### src/rtl/npc_pkg.sv
//----------------------------------------------------------------------------
// Module : npc_pkg
// Brief  : Shared constants and fetch FSM state encoding for the NPC core.
// Rev    : 1.0
//----------------------------------------------------------------------------
`default_nettype none

package npc_pkg;

  localparam int          XLEN     = 32;
  localparam logic [31:0] RESET_PC = 32'h8000_0000;

  typedef enum logic [2:0] {
    S_BOOT = 3'd0,
    S_REQ  = 3'd1,
    S_WAIT = 3'd2,
    S_HOLD = 3'd3,
    S_HALT = 3'd4
  } state_t;

endpackage

`default_nettype wire

### src/rtl/pc_next_sel.sv
//----------------------------------------------------------------------------
// Module : pc_next_sel
// Brief  : Next-PC select on retire (sequential vs redirect) plus misalign flag.
// Rev    : 1.0
//----------------------------------------------------------------------------
`default_nettype none

module pc_next_sel
  import npc_pkg::*;
#(
  parameter int XLEN = npc_pkg::XLEN
) (
  input  logic            i_retire,
  input  logic            i_halt_req,
  input  logic            i_redirect_valid,
  input  logic [XLEN-1:0] i_redirect_pc,
  input  logic [XLEN-1:0] i_pc,
  output logic [XLEN-1:0] o_next_pc,
  output logic            o_misalign
);

  logic [XLEN-1:0] w_seq_pc;
  logic            w_take_redirect;

  assign w_seq_pc = i_pc + XLEN'(4);

  // A halting retire ignores the redirect entirely and just steps past the instruction.
  assign w_take_redirect = i_retire && !i_halt_req && i_redirect_valid;
  assign o_misalign      = w_take_redirect && (i_redirect_pc[1:0] != 2'b00);

  always_comb begin
    o_next_pc = i_pc;
    if (i_retire) begin
      o_next_pc = w_take_redirect ? i_redirect_pc : w_seq_pc;
    end
  end

endmodule

`default_nettype wire

### src/rtl/pc_fetch_ctrl.sv
//----------------------------------------------------------------------------
// Module : pc_fetch_ctrl
// Brief  : Architectural PC owner and single-outstanding instruction fetch sequencer.
// Rev    : 1.0
//----------------------------------------------------------------------------
`default_nettype none

module pc_fetch_ctrl #(
  parameter int XLEN = npc_pkg::XLEN,
  parameter logic [XLEN-1:0] RESET_PC = npc_pkg::RESET_PC
) (
  input  logic            clk,
  input  logic            rst,
  output logic            imem_req_valid,
  input  logic            imem_req_ready,
  output logic [XLEN-1:0] imem_req_addr,
  input  logic            imem_resp_valid,
  input  logic [XLEN-1:0] imem_resp_data,
  input  logic            imem_resp_err,
  output logic            inst_valid,
  input  logic            inst_ready,
  output logic [XLEN-1:0] inst,
  output logic [XLEN-1:0] inst_pc,
  input  logic            redirect_valid,
  input  logic [XLEN-1:0] redirect_pc,
  input  logic            halt_req,
  output logic            halted,
  output logic            fetch_err
);

  import npc_pkg::*;

  state_t          r_state;
  state_t          w_state_nxt;
  logic [XLEN-1:0] r_pc;
  logic [XLEN-1:0] r_inst;
  logic [XLEN-1:0] r_inst_pc;
  logic            r_fetch_err;

  logic            w_retire;
  logic            w_resp_ok;
  logic            w_resp_fault;
  logic [XLEN-1:0] w_next_pc;
  logic            w_misalign;

  assign w_retire     = (r_state == S_HOLD) && inst_ready;
  assign w_resp_ok    = (r_state == S_WAIT) && imem_resp_valid && !imem_resp_err;
  assign w_resp_fault = (r_state == S_WAIT) && imem_resp_valid &&  imem_resp_err;

  pc_next_sel #(
    .XLEN (XLEN)
  ) u_pc_next_sel (
    .i_retire         (w_retire),
    .i_halt_req       (halt_req),
    .i_redirect_valid (redirect_valid),
    .i_redirect_pc    (redirect_pc),
    .i_pc             (r_pc),
    .o_next_pc        (w_next_pc),
    .o_misalign       (w_misalign)
  );

  always_ff @(posedge clk or negedge rst) begin
    if (!rst) begin
      r_state <= S_BOOT;
    end else begin
      r_state <= w_state_nxt;
    end
  end

  always_comb begin
    w_state_nxt    = r_state;
    imem_req_valid = 1'b0;
    inst_valid     = 1'b0;
    halted         = 1'b0;
    case (r_state)
      S_BOOT: w_state_nxt = S_REQ;
      S_REQ: begin
        imem_req_valid = 1'b1;
        if (imem_req_ready) w_state_nxt = S_WAIT;
      end
      S_WAIT: begin
        if (w_resp_fault)   w_state_nxt = S_HALT;
        else if (w_resp_ok) w_state_nxt = S_HOLD;
      end
      S_HOLD: begin
        inst_valid = 1'b1;
        if (w_retire) begin
          w_state_nxt = (halt_req || w_misalign) ? S_HALT : S_REQ;
        end
      end
      S_HALT:  halted = 1'b1;
      default: w_state_nxt = S_HALT;
    endcase
  end

  always_ff @(posedge clk or negedge rst) begin
    if (!rst) begin
      r_pc        <= RESET_PC;
      r_inst      <= '0;
      r_inst_pc   <= '0;
      r_fetch_err <= 1'b0;
    end else begin
      if (w_resp_ok) begin
        r_inst    <= imem_resp_data;
        r_inst_pc <= r_pc;
      end
      if (w_retire) begin
        r_pc <= w_next_pc;
      end
      if (w_resp_fault || w_misalign) begin
        r_fetch_err <= 1'b1;
      end
    end
  end

  assign imem_req_addr = r_pc;
  assign inst          = r_inst;
  assign inst_pc       = r_inst_pc;
  assign fetch_err     = r_fetch_err;

endmodule

`default_nettype wire

### config.mk
export PLATFORM = sky130hd
export DESIGN_NAME = pc_fetch_ctrl
export DESIGN_NICKNAME = d
export VERILOG_FILES = /design/src/rtl/npc_pkg.sv /design/src/rtl/pc_next_sel.sv /design/src/rtl/pc_fetch_ctrl.sv
export SDC_FILE = /design/constraint.sdc
export NUM_CORES = 1
export LEC_CHECK = 0
export ABC_AREA = 1
export CORE_MARGIN = 2
export CORE_UTILIZATION = 45
export DETAILED_ROUTE_END_ITERATION = 8
export PLACE_DENSITY = 0.77
export SYNTH_ARGS = -nofsm -noshare
export SYNTH_HDL_FRONTEND = slang
export SYNTH_HIERARCHICAL = 1
export SYNTH_SLANG_ARGS = --single-unit
export TNS_END_PERCENT = 5
### constraint.sdc
create_clock -name clk -period 2.71 [get_ports clk]
set_input_delay 0.542 -clock clk [delete_from_list [all_inputs] [get_ports clk]]
set_output_delay 0.542 -clock clk [all_outputs]
set_load 0.02 [all_outputs]
==> flow_summary.toml <==
[setup_path]
reg2reg_from = "r_state[0]"
rrSetupSlack_ns = 0.58
worstSetupStartpointType = "flip-flop"
crit_fanout = 6
r2r_cells = 12
rr_endpoint = "imem_req_addr[8]"
slowest_stage = "clkdlybuf4s50_1"
critical_path_required_ns = 2.17
critPathCaptureType = "primary output"
critPathKind = "reg -> out"
path_cells = "nor2_1 > nand2_1 > inv_1 > clkdlybuf4s50_1"
slowest_delay_ns = 0.59
crit_arrival_ns = 1.72

[pwr]
internal_power_mw = 2.22
power.leakage_nw = 4.37
power.switching_mw = 0.666
combPwrFrac_pct = 5.4
p_clk_share_pct = 42.9
switching_share_pct = 23.1
powerDensity_nw_per_um2 = 363
peakVddDrop_mv = 0.257
seqPwrFrac_pct = 51.6

[routing]
dr_total_vias = 5310
wire_per_inst_um = 12.8
vias_per_cell = 4.74
drt_wl_total_um = 14400
detail-route-antenna-nets = 0
drc = 0
drt_iter0_drc = 264
first_pass_iters = 5

[synthesis]
synth_warnings = 6
synth-xor-area-share_pct = 0.442
synth-edff-count = 0
ys_seq_area_share_pct = 42.1
syn_inst = 783
synth_ff_type = "dfrtp_1"
synth-adder-area-share_pct = 0.210
synthArstFlopShare_pct = 100
synthesis.nets = 856
ys_ff_latch = 100
synth_compound_area_share_pct = 16.4
netlist_area_um2 = 5950
avgSynthCellArea_um2 = 7.60
synth_top_family_by_area = "simple AND/OR/NAND/NOR gates"
yosys.area_share.simple_pct = 28.6
synth.distinct_cells = 38
post_synth_mux_area_share_pct = 0

[layout]
syn_to_final_growth_pct = 33.7
nets = 1013
drive_gt1_share_pct = 13.4
n_fill_cell = 1169
antenna_cells = 0
final_area_um2 = 7960

[global_routing]
first_global_vias = 4859
grt_first_pass_wirelength_um = 23800
antenna_found_initial = 0
grt_max_degree = 90
overflow = 0
grt_use_total_pct = 20.9

[die]
io_pins = 172
coreArea_um2 = 13100
fp.dieW_um = 119
start_util_pct = 45.5
die-area_um2 = 14200
die_h_um = 119
num_rows = 42

[run]
drv_cap = 0

[clocking]
cts_setup_buffers = 0
clock_path_buffers = 2
clkLatencyLatePin_ns = 0.35
h-tree-depth = 3
cts_buffers = 9
cts_resized = 0
path_clk_slew_ns = 0.07
ctsHoldBuffers = 0
cts.sinks = 100
root_buffer = "clkbuf_16"
cts_tree = "built"

[timing]
finalSetupViolCount = 0
worstMarginPinSlew_ns = 0.600
finalCritPeriodShare_pct = 83.3
drv_slew = 0
max_freq_ghz = 0.443
min_period_ns = 2.26
holdWs_ns = 0.183
setup_tns_ns = 0
slew_headroom_pct = 60.0
rsz0062_at_grt = "false"
skew_ns = 0.00993
finalHoldViolations = 0

[outcome]
outcome = "completed"

[min_path]
min_path_type = "in -> async"

[placed_design]
hpwl_um = 10600
placed_area_um2 = 7670
gp_congestion = 0.863
port_buffers = 171
## worst max-delay path by stage
stage	startpoint	to	slack (ns)
2_1_floorplan	r_state[0]	r_state[0]	0.48
3_3_place_gp	inst_ready	imem_req_addr[8]	0.27
3_5_place_dp	inst_ready	imem_req_addr[15]	0.23
4_1_cts	r_state[0]	halted	0.43
5_1_grt	r_state[0]	halted	0.33
6_report	r_state[0]	halted	0.45
## final cells by class
class | instances | area, um2 | share of cell area, %
clock inverter | 7 | 57.6 | 0.723
multi-input combinational | 540 | 2730 | 34.3
timing repair buffer | 179 | 1810 | 22.7
tap | 176 | 220 | 2.77
sequential | 100 | 2500 | 31.5
inverter | 110 | 415 | 5.22
clock buffer | 9 | 225 | 2.83
## through the flow
| stage | worst slack (ns) | std cells | util, % | power (mW) |
|---|---|---|---|---|
| final | 0.452 | 1121 | 60.8 | 2.89 |
| after global routing | 0.331 | 1121 | 60.8 | 3.01 |
| after CTS | 0.434 | 1121 | 60.8 | 2.93 |
| after detailed placement | 0.231 | 1105 | 58.6 | 1.68 |
| after global placement | 0.273 | 1105 | 58.6 | 1.68 |
| after floorplan | 0.481 | 783 | - | 1.53 |
## cell families (layout without fill, tap and decap cells)
family	after synthesis	after routing
buffers and inverters	143	305
AO/OA/AOI/OAI	137	137
XOR/XNOR	3	3
flip-flops	100	100
adder cells (fa/ha/maj)	1	1
AND/OR/NAND/NOR	399	399
## power by group through the flow
stage | sequential (mW) | clock, mW | combinational (mW)
final | 1.49 | 1.24 | 0.157
after global routing | 1.49 | 1.34 | 0.173
after CTS | 1.49 | 1.28 | 0.161
after detailed placement | 1.52 | 0 | 0.160
after global placement | 1.52 | 0 | 0.160
after floorplan | 1.52 | 0 | 0.0141
## per-layer routing
metal,vias to the layer above,part of all wire (%),GRT usage [%]
li1,2744,-,-
met1,2390,44,26.6
met2,156,46,33.4
met3,20,8.2,6.90
met4,0,2.2,7.44
met5,-,0,0
## cell usage after synthesis (all sizes together), types with 2 or more instances
library cell	count	area, um2
nor2	90	438
nand3	39	205
dfrtp	99	2480
o22ai	5	31.3
xor2	2	17.5
clkbuf	6	46.3
buf	27	265
a21boi	2	18.8
nand2	266	1040
o211ai	3	22.5
o21ai	119	855
inv	109	412
a21oi	5	25.0
and2	2	12.5
## flip-flops by register name, summed over array words and instances (netlist names)
name           count
r_state            3
inst              32
fetch_err          1
inst_pc           32
imem_req_addr     32
## layout by cell type, fill, tap and decap left out, types with 2 or more instances in the layout
master | Yosys | layout
o21ai_0 | 25 | 25
nand2_4 | 3 | 3
nand2_1 | 257 | 257
clkinvlp_4 | 0 | 2
clkbuf_16 | 0 | 9
o211ai_1 | 3 | 3
nor2_4 | 7 | 7
inv_1 | 104 | 104
clkdlybuf4s50_1 | 0 | 170
inv_2 | 4 | 4
nor2_2 | 6 | 6
nand3_1 | 37 | 37
nor2_1 | 75 | 75
a21oi_1 | 5 | 5
o21ai_1 | 25 | 25
buf_12 | 0 | 3
nor2_8 | 2 | 2
buf_4 | 2 | 6
xor2_1 | 2 | 2
nand2_2 | 6 | 6
and2_1 | 2 | 2
o21ai_2 | 69 | 69
dfrtp_1 | 99 | 99
inv_6 | 0 | 2
o22ai_1 | 5 | 5
## critical path: cells and delay by family (launching register included)
| family | cells | cell delay, ns |
|---|---|---|
| buffers and inverters | 2 | 0.65 |
| DFF | 1 | 0.45 |
| and+or+nand+nor | 2 | 0.26 |
(Power assumes the default switching activity.)
